==> src/rtl/seq_shift_add_mul_pkg.sv <==
// Shared definitions for the sequential shift-add multiplier.
//   mul_state_t : controller states IDLE -> RUN -> DONE
//   clog2()     : width of the step counter that has to hold WB-1
// No ports; imported by the multiplier top.

package mul_pkg;

    typedef enum logic [1:0] {
        IDLE = 2'd0,
        RUN  = 2'd1,
        DONE = 2'd2
    } mul_state_t;

    // Smallest width w (at least 1) with 2**w >= value; enough to hold value-1.
    function automatic int clog2(input int value);
        int w;
        w = 1;
        while ((1 << w) < value) begin
            w++;
        end
        return w;
    endfunction

endpackage

==> src/rtl/seq_shift_add_mul_if.sv <==
// Operand/result handshake bundle for the sequential multiplier.
//   in_valid/in_ready : operand handshake, carries a (WA bits) and b (WB bits)
//   out_valid/out_ready : result handshake, carries p (WA+WB bits)
// master : operand source and result consumer
// slave  : the multiplier

interface seq_shift_add_mul_if #(
    parameter int WA = 4,
    parameter int WB = 3
);
    logic                 in_valid;
    logic                 in_ready;
    logic [WA-1:0]        a;
    logic [WB-1:0]        b;
    logic                 out_valid;
    logic                 out_ready;
    logic [WA+WB-1:0]     p;

    modport master (
        output in_valid, a, b, out_ready,
        input  in_ready, out_valid, p
    );

    modport slave (
        input  in_valid, a, b, out_ready,
        output in_ready, out_valid, p
    );
endinterface

==> src/rtl/seq_shift_add_mul_rca.sv <==
// Parametrised ripple-carry adder used for the per-step partial-product add.
//   a, b : N-bit addends
//   cin  : carry in
//   s    : N-bit sum
//   cout : carry out of the top bit

module rca_nbit #(
    parameter int N = 4
) (
    input  logic [N-1:0] a,
    input  logic [N-1:0] b,
    input  logic         cin,
    output logic [N-1:0] s,
    output logic         cout
);

    // One full adder per bit; the running carry is a scalar variable so the
    // chain stays a plain ripple without a self-referencing carry vector.
    always_comb begin
        logic carry;
        carry = cin;
        s     = '0;
        for (int i = 0; i < N; i++) begin
            s[i]  = a[i] ^ b[i] ^ carry;
            carry = (a[i] & b[i]) | (carry & (a[i] ^ b[i]));
        end
        cout = carry;
    end

endmodule

==> src/rtl/seq_shift_add_mul.sv <==
// Unsigned sequential shift-add multiplier, P = A*B, one WA-bit adder reused
// over WB RUN cycles.
//   clk   : rising-edge clock
//   rst_n : synchronous active-low reset
//   bus   : slave side of seq_shift_add_mul_if (in_valid/in_ready/a/b,
//           out_valid/out_ready/p)
// Optional build macro MUL_ZERO_SKIP_EN: a zero operand skips RUN and the
// result (p=0) is presented one clock after the accept edge.

module seq_shift_add_mul
    import mul_pkg::*;
#(
    parameter int WA = 4,
    parameter int WB = 3
) (
    input  logic                clk,
    input  logic                rst_n,
    seq_shift_add_mul_if.slave  bus
);

    localparam int WP = WA + WB;
    localparam int CW = clog2(WB);

    mul_state_t      state_q, state_d;
    logic [WA-1:0]   mcand_q, mcand_d;
    logic [WA-1:0]   hi_q, hi_d;
    logic [WB-1:0]   lo_q, lo_d;
    logic [CW-1:0]   cnt_q, cnt_d;
    logic [WP-1:0]   p_q, p_d;
    logic            out_valid_q, out_valid_d;

    logic [WA-1:0]   addend;
    logic [WA-1:0]   sum;
    logic            carry;

    // The multiplier LSB decides whether this step adds the multiplicand.
    assign addend = lo_q[0] ? mcand_q : '0;

    rca_nbit #(.N(WA)) u_rca (
        .a    (hi_q),
        .b    (addend),
        .cin  (1'b0),
        .s    (sum),
        .cout (carry)
    );

`ifdef MUL_ZERO_SKIP_EN
    logic zero_op;
    assign zero_op = (bus.a == '0) || (bus.b == '0);
`endif

    // Controller and shift register next state. In RUN the {carry,sum,lo}
    // word is shifted right by one, so the low product bits migrate into lo
    // as the consumed multiplier bits fall out. DONE spends one cycle copying
    // {hi,lo} into p before raising out_valid, giving the WB+1 latency.
    always_comb begin
        state_d     = state_q;
        mcand_d     = mcand_q;
        hi_d        = hi_q;
        lo_d        = lo_q;
        cnt_d       = cnt_q;
        p_d         = p_q;
        out_valid_d = out_valid_q;

        case (state_q)
            IDLE: begin
                if (bus.in_valid) begin
                    mcand_d = bus.a;
                    lo_d    = bus.b;
                    hi_d    = '0;
                    cnt_d   = CW'(WB - 1);
                    state_d = RUN;
`ifdef MUL_ZERO_SKIP_EN
                    // Clearing lo makes {hi,lo} read as zero in DONE.
                    if (zero_op) begin
                        lo_d    = '0;
                        state_d = DONE;
                    end
`endif
                end
            end

            RUN: begin
                {hi_d, lo_d} = {carry, sum, lo_q[WB-1:1]};
                if (cnt_q == '0) begin
                    state_d = DONE;
                end else begin
                    cnt_d = cnt_q - 1'b1;
                end
            end

            DONE: begin
                if (!out_valid_q) begin
                    p_d         = {hi_q, lo_q};
                    out_valid_d = 1'b1;
                end else if (bus.out_ready) begin
                    out_valid_d = 1'b0;
                    state_d     = IDLE;
                end
            end

            default: begin
                state_d = IDLE;
            end
        endcase
    end

    // State register with synchronous reset; reset discards any operation.
    always_ff @(posedge clk) begin
        if (!rst_n) begin
            state_q     <= IDLE;
            mcand_q     <= '0;
            hi_q        <= '0;
            lo_q        <= '0;
            cnt_q       <= '0;
            p_q         <= '0;
            out_valid_q <= 1'b0;
        end else begin
            state_q     <= state_d;
            mcand_q     <= mcand_d;
            hi_q        <= hi_d;
            lo_q        <= lo_d;
            cnt_q       <= cnt_d;
            p_q         <= p_d;
            out_valid_q <= out_valid_d;
        end
    end

    // Operands are only taken in IDLE, so in_ready is a pure state decode.
    assign bus.in_ready  = (state_q == IDLE);
    assign bus.out_valid = out_valid_q;
    assign bus.p         = p_q;

endmodule

==> src/flat_wrapper.sv <==
// flat-port wrapper written by rule: the top's interface ports become plain ports
module seq_shift_add_mul_flat import mul_pkg::*;
#(
    parameter int WA = 4,
    parameter int WB = 3
)
  (clk, rst_n, bus_in_valid, bus_a, bus_b, bus_out_ready, bus_in_ready, bus_out_valid, bus_p);
  seq_shift_add_mul_if #(.WA(WA), .WB(WB)) bus_i ();
  input  logic clk;
  input  logic rst_n;
  input wire logic [$bits(bus_i.in_valid)-1:0] bus_in_valid;
  input wire logic [$bits(bus_i.a)-1:0] bus_a;
  input wire logic [$bits(bus_i.b)-1:0] bus_b;
  input wire logic [$bits(bus_i.out_ready)-1:0] bus_out_ready;
  output wire logic [$bits(bus_i.in_ready)-1:0] bus_in_ready;
  output wire logic [$bits(bus_i.out_valid)-1:0] bus_out_valid;
  output wire logic [$bits(bus_i.p)-1:0] bus_p;
  assign bus_i.in_valid = bus_in_valid;
  assign bus_i.a = bus_a;
  assign bus_i.b = bus_b;
  assign bus_i.out_ready = bus_out_ready;
  assign bus_in_ready = bus_i.in_ready;
  assign bus_out_valid = bus_i.out_valid;
  assign bus_p = bus_i.p;
  seq_shift_add_mul #(.WA(WA), .WB(WB)) u_core (.clk(clk), .rst_n(rst_n), .bus(bus_i));
endmodule
==> config.mk <==
export PLATFORM = sky130hd
export DESIGN_NAME = seq_shift_add_mul_flat
export DESIGN_NICKNAME = d
export VERILOG_FILES = /design/src/rtl/seq_shift_add_mul_pkg.sv /design/src/rtl/seq_shift_add_mul_if.sv /design/src/rtl/seq_shift_add_mul_rca.sv /design/src/rtl/seq_shift_add_mul.sv /design/src/flat_wrapper.sv
export SDC_FILE = /design/constraint.sdc
export NUM_CORES = 1
export LEC_CHECK = 0
export CAP_MARGIN = 30
export CORE_MARGIN = 8
export CORE_UTILIZATION = 54
export DETAILED_ROUTE_END_ITERATION = 8
export GPL_ROUTABILITY_DRIVEN = 0
export PLACE_DENSITY = 0.86
export SYNTH_ARGS = -nofsm -noshare
export SYNTH_HDL_FRONTEND = slang
export SYNTH_SLANG_ARGS = --single-unit
==> constraint.sdc <==
create_clock -name clk -period 5.65 [get_ports clk]
set_clock_uncertainty 0.05 [all_clocks]
set_input_delay 0.8475 -clock clk [delete_from_list [all_inputs] [get_ports clk]]
set_output_delay 0.8475 -clock clk [all_outputs]
set_load 0.005 [all_outputs]
Word-level counts from Yosys, hierarchy flattened
Cells that the tools add are included.
{"block": "totals", "ff_bits": 23, "in_bits": 11, "output_inout_bits": 9, "word_cells": 56}
{"block": "op_classes", "add_sub_neg": 1, "n_eq_ne": 7, "mux": 15, "bitwise_logic": 18, "n_reduce_logical": 8}
{"op": "two-way mux 2 bit", "n": 6}
{"op": "two-way mux 4 bit", "n": 2}
{"op": "one-hot mux 4 bit (2 select lines)", "n": 1}
{"op": "bitwise AND 1 bit", "n": 7}
{"op": "bitwise XOR 1 bit", "n": 7}
{"op": "!= test 2 bit (second input constant)", "n": 3}
{"op": "one-hot mux 2 bit (3 select lines)", "n": 1}
{"op": "one-hot mux 3 bit (2 select lines)", "n": 1}
{"op": "AND reduction 2 bit", "n": 3}
{"op": "logical NOT 2 bit", "n": 2}
{"op": "!= test 2 x 1 -> 1 bit (second input constant)", "n": 2}
{"op": "one-hot mux 2 bit (2 select lines)", "n": 1}
{"op": "AND reduction 4 bit", "n": 1}
{"op": "two-way mux 3 bit", "n": 1}
{"op": "bitwise OR 1 bit", "n": 3}
{"op": "AND reduction 3 bit", "n": 1}
{"op": "equality test 2 x 1 -> 1 bit (second input constant)", "n": 1}
{"op": "equality test 2 bit (second input constant)", "n": 1}
{"op": "two-way mux 1 bit", "n": 2}
{"op": "nonzero test 2 bit", "n": 1}
{"op": "subtractor 2 x 1 -> 2 bit (second input constant)", "n": 1}
{"op": "inverter 1 bit", "n": 1}

Logic depth before layout (Yosys ltp)
{"block": "depth", "ltp_word": 9, "ltp_mapped": 8, "mapped_depth_nobuf": 8}

Cells and area by module
From an unflattened synthesis, not the netlist that was laid out.
{"block": "hier_totals", "hier_cells": 123, "area_unflattened_um2": 1116.1}
{"mod": "seq_shift_add_mul", "n_inst": 1, "cells_each": 109, "area_per_inst_um2": 998.5, "seq_area_each_um2": 460.4}
{"mod": "rca_nbit", "n_inst": 1, "cells_each": 14, "area_per_inst_um2": 117.6, "seq_area_each_um2": 0.0}

Worst setup path after synthesis
OpenSTA, ideal clock, no wires.
{"block": "synth_timing", "kind": "register to register", "start": "register u_core.lo_q[0]", "end": "register u_core.hi_q[2]", "setup_ns": 0.058, "t_arrival_ns": 2.019, "required_time_ns": 5.542, "slack_ns": 3.523, "path_stages_with_launch": 9, "n_path_buf": 0, "synth_period_minus_slack_ns": 2.127, "path_cell_list": "dfxtp_1 and2_1 ha_1 fa_1 fa_1 inv_1 fa_1 nor2_1 o21a_1"}
{"block": "synth_between", "elab_chain_cells": 8, "word_cells_on_any_way": 13, "classes_between": "mux (2); bitwise (11)"}
{"element": "start: declaration", "line": "seq_shift_add_mul.sv:27", "text": "logic [WB-1:0] lo_q, lo_d;"}
{"element": "start signal: assignment", "line": "seq_shift_add_mul.sv:122", "text": "lo_q <= lo_d;"}
{"element": "two-way mux 4 bit (*)", "line": "seq_shift_add_mul.sv:37", "text": "assign addend = lo_q[0] ? mcand_q : '0;"}
{"element": "bitwise AND 1 bit / bitwise XOR 1 bit (equally long branches)", "line": "seq_shift_add_mul_rca.sv:25", "text": "carry = (a[i] & b[i]) | (carry & (a[i] ^ b[i]));"}
{"element": "bitwise AND 1 bit", "line": "seq_shift_add_mul_rca.sv:25"}
{"element": "bitwise OR 1 bit", "line": "seq_shift_add_mul_rca.sv:25"}
{"element": "bitwise AND 1 bit", "line": "seq_shift_add_mul_rca.sv:25"}
{"element": "bitwise OR 1 bit", "line": "seq_shift_add_mul_rca.sv:25"}
{"element": "bitwise XOR 1 bit (*)", "line": "seq_shift_add_mul_rca.sv:24", "text": "s[i] = a[i] ^ b[i] ^ carry;"}
{"element": "one-hot mux 4 bit (2 select lines) (*)", "line": "seq_shift_add_mul.sv:65", "text": "case (state_q)"}
{"element": "end signal: assignment", "line": "seq_shift_add_mul.sv:121", "text": "hi_q <= hi_d;"}
{"element": "end: declaration", "line": "seq_shift_add_mul.sv:26", "text": "logic [WA-1:0] hi_q, hi_d;"}
Mark *: on every way between the ends. The rest lies on a longest branch, timed or not.
A chain may end at the register's enable or synchronous reset.

Worst setup path in the final report
{"block": "layout_timing", "start": "register u_core.state_q[0]", "end": "output bus_in_ready"}
{"block": "layout_between", "elab_chain_cells": 1}
{"element": "start: declaration", "line": "seq_shift_add_mul.sv:24", "text": "mul_state_t state_q, state_d;"}
{"element": "start signal: assignment", "line": "seq_shift_add_mul.sv:119", "text": "state_q <= state_d;"}
{"element": "logical NOT 2 bit", "line": "seq_shift_add_mul.sv:130", "text": "assign bus.in_ready = (state_q == IDLE);"}
{"element": "end: declaration", "line": "flat_wrapper.sv:15", "text": "output wire logic [$bits(bus_i.in_ready)-1:0] bus_in_ready;"}
Every way passes these cells.

==> qor.yml <==
detailed_routing:
  vias_per_cell: 5.291
  wl_per_cell_um: 13.28
  first_pass_iters: 4
  first_iter_violations: 23
  vias: 836
  drc: 0
  drtAntennaViolNets: 0
  drt-total-wl_um: 2099
clocking:
  cts_setup_buffers: 0
  cts_tree: "yes"
  cts_root_buf: "clkbuf_4"
  postCtsHoldBufs: 0
  path_clk_slew_ns: 0.13
  cts_sinks: 23
  insertion_delay_ns: 0.31
  cts-htree-levels: 1
  cts.repair.resized: 0
  numCtsBuffers: 3
  cts_buffer_depth: 2
timing:
  rsz0062_at_grt: "false"
  relSlewSlack: 0.5735
  fmax_ghz: 0.4250
  period_minus_slack_ns: 2.353
  setup_viol: 0
  fin_crit_sh: 0.4164
  hold_slack_ns: 0.4353
  worstMarginPinSlew_ns: 0.6378
  finalHoldViolations: 0
  drv_slew: 0
  timing.setup.tns_ns: 0
placement:
  dp.final_hpwl_um: 1554
  numPlacedInstances: 154
  portBuffers: 19
setup_path:
  cp-start-kind: "flip-flop"
  crit_buf_inv: 1
  cp.arrival_ns: 1.46
  worstPathCellList: "nor2_1, clkdlybuf4s50_1"
  slowest_stage: "dfxtp_1"
  endpoint_kind: "output port"
  path_max_fanout: 15
  criticalPathCategory: "flip-flop to output port"
  crit_path_max_incr_delay_ns: 0.62
  cpLargestDelayFamily: "flip-flops"
  required_ns: 4.75
global_route:
  grt_pass1_vias: 851
  grt_pass1_wl_um: 3663
  grt_overflow: 0
  grt_max_degree: 24
  grt.total_usage: 0.1335
  grt_antenna_before_repair: 0
yosys:
  synth_edf_count: 0
  synthMostInstantiatedCell: "dfxtp_1"
  synthArstFlopShare: 0
  synth.top_cells.by_count: "23 x dfxtp_1, 14 x nand2_1, 8 x a21boi_0, 8 x nor2b_1"
  ys_ff_latch: 23
  synthDistinctLibCells: 28
  syn_area_per_cell_um2: 9.511
  yosysSeqAreaShare: 0.4284
  ys.flop_type: "dfxtp_1"
  synthTopCellsByArea: "dfxtp_1 43%, mux2i_1 6.5%, fa_1 5.6%, a21boi_0 5.6%, nand2_1 4.9%"
  synth_area_um2: 1075
  post-synth-top-area-cell: "dfxtp_1"
  ys_warn_count: 0
  synthCells: 113
  synth_top_cell_area_share: 0.4284
  syn-num-nets: 129
run_status:
  status: "completed"
layout:
  n_fill_cell: 169
  drive_gt1_frac: 0.06107
  instances_no_fill: 158
  num_antenna_cells: 0
  layout.nets: 148
  area_growth_pct: 20.95
job:
  drv_cap: 0
die:
  rows: 16
  core_area_um2: 1922
  fp.dieW_um: 60.62
  num_io_pins: 20
  start_util: 0.5592
  die_area_um2: 3674
  die_h_um: 60.62
power_and_ir_drop:
  netSwitchingFraction: 0.2672
  pwr-share-seq: 0.592
  clkPwrFrac: 0.247
  power_density_nw_per_um2: 236.1
  switchingPower_uw: 82.02
  pwr-share-comb: 0.161
  p_int_uw: 225.0
  ir_drop_mv: 0.1706
  p_leak_nw: 0.4623
hold_path:
  hp-class: "flip-flop to flip-flop"
-- kinds of logic after synthesis --
family,count (synthesis),share of synthesized area
AO/OA/AOI/OAI,23,0.1630
multiplexers,7,0.06519
AND/OR/NAND/NOR,42,0.2084
buffers and inverters,13,0.05588
adder cells (fa/ha/maj),5,0.07916
flip-flops,23,0.4284
-- per-layer routing --
layer / global-route usage / up-vias / share of wire
li1: - / 413 / -
met1: 0.1572 / 400 / 0.44
met2: 0.2217 / 19 / 0.50
met3: 0.02966 / 4 / 0.038
met4: 0.06645 / 0 / 0.012
met5: 0 / - / 0
-- worst paths after layout --
check	start	to	slack [ns]	depth (start not counted)
min reg2reg	u_core.mcand_q[1]	u_core.mcand_q[1]	0.44	2
max	u_core.state_q[0]	bus_in_ready	3.30	2
max reg2reg	u_core.lo_q[0]	u_core.hi_q[2]	3.36	8
min	u_core.mcand_q[1]	u_core.mcand_q[1]	0.44	2
-- registers in the layout (all words and copies together) (netlist names) --
signal,flops
u_core.lo_q,3
u_core.mcand_q,4
u_core.bus.p,7
u_core.hi_q,4
u_core.cnt_q,2
u_core.bus.out_valid,1
u_core.state_q,2
-- layout by cell type, fill, tap and decap left out --
cell	count
a21oi_1	3
o221a_2	2
o21a_1	4
buf_4	1
clkinv_2	1
and2_1	3
inv_1	7
nand3_1	3
mux2i_1	7
o21ai_0	2
a21boi_1	1
nor2_1	5
and3_1	1
nor2b_1	8
nor3b_1	4
nor3_1	1
nand2_1	14
dfxtp_1	23
or3b_1	1
nor3b_2	1
ha_1	2
fa_1	3
o311a_1	1
o221a_1	1
clkbuf_4	3
nand2b_1	1
o31a_1	1
clkdlybuf4s50_1	19
a21boi_0	8
-- cell type report --
type / instances / area [um^2] / share of cell area
Sequential cell: 23 / 460.4 / 0.3542
Timing Repair Buffer: 20 / 197.7 / 0.1521
Tap cell: 27 / 33.78 / 0.02599
Clock inverter: 1 / 5.005 / 0.003850
Inverter: 7 / 26.28 / 0.02021
Multi-Input combinational cell: 77 / 554.3 / 0.4264
Clock buffer: 3 / 22.52 / 0.01732
-- power by group through the flow --
stage	logic (mW)	clock network [mW]	registers, mW
detailed placement	0.0495	0	0.185
finish	0.0494	0.0758	0.182
CTS	0.0498	0.0778	0.181
floorplan	0.0358	0	0.180
global placement	0.0480	0	0.184
global route	0.0555	0.0859	0.184
-- stage by stage --
| stage | worst slack [ns] | utilization | total power, mW | area [um^2] |
|---|---|---|---|---|
| final | 3.297 | 0.6764 | 0.3070 | 1300 |
| after global routing | 3.198 | 0.6764 | 0.3250 | 1300 |
| after CTS | 3.284 | 0.6764 | 0.3090 | 1300 |
| after detailed placement | 3.206 | 0.6621 | 0.2346 | 1272 |
| after global placement | 3.269 | 0.6621 | 0.2323 | 1272 |
| after floorplan | 3.523 | - | 0.2161 | 1075 |
-- worst register-to-register path: stages, from the launching register on --
cell and delay, ns:
dfxtp_1 0.38, and2_1 0.16, ha_1 0.19, fa_1 0.38
fa_1 0.37, inv_1 0.08, fa_1 0.40, nor2_1 0.13
o21a_1 0.13
No activity file was read; power rests on OpenSTA's default activity.
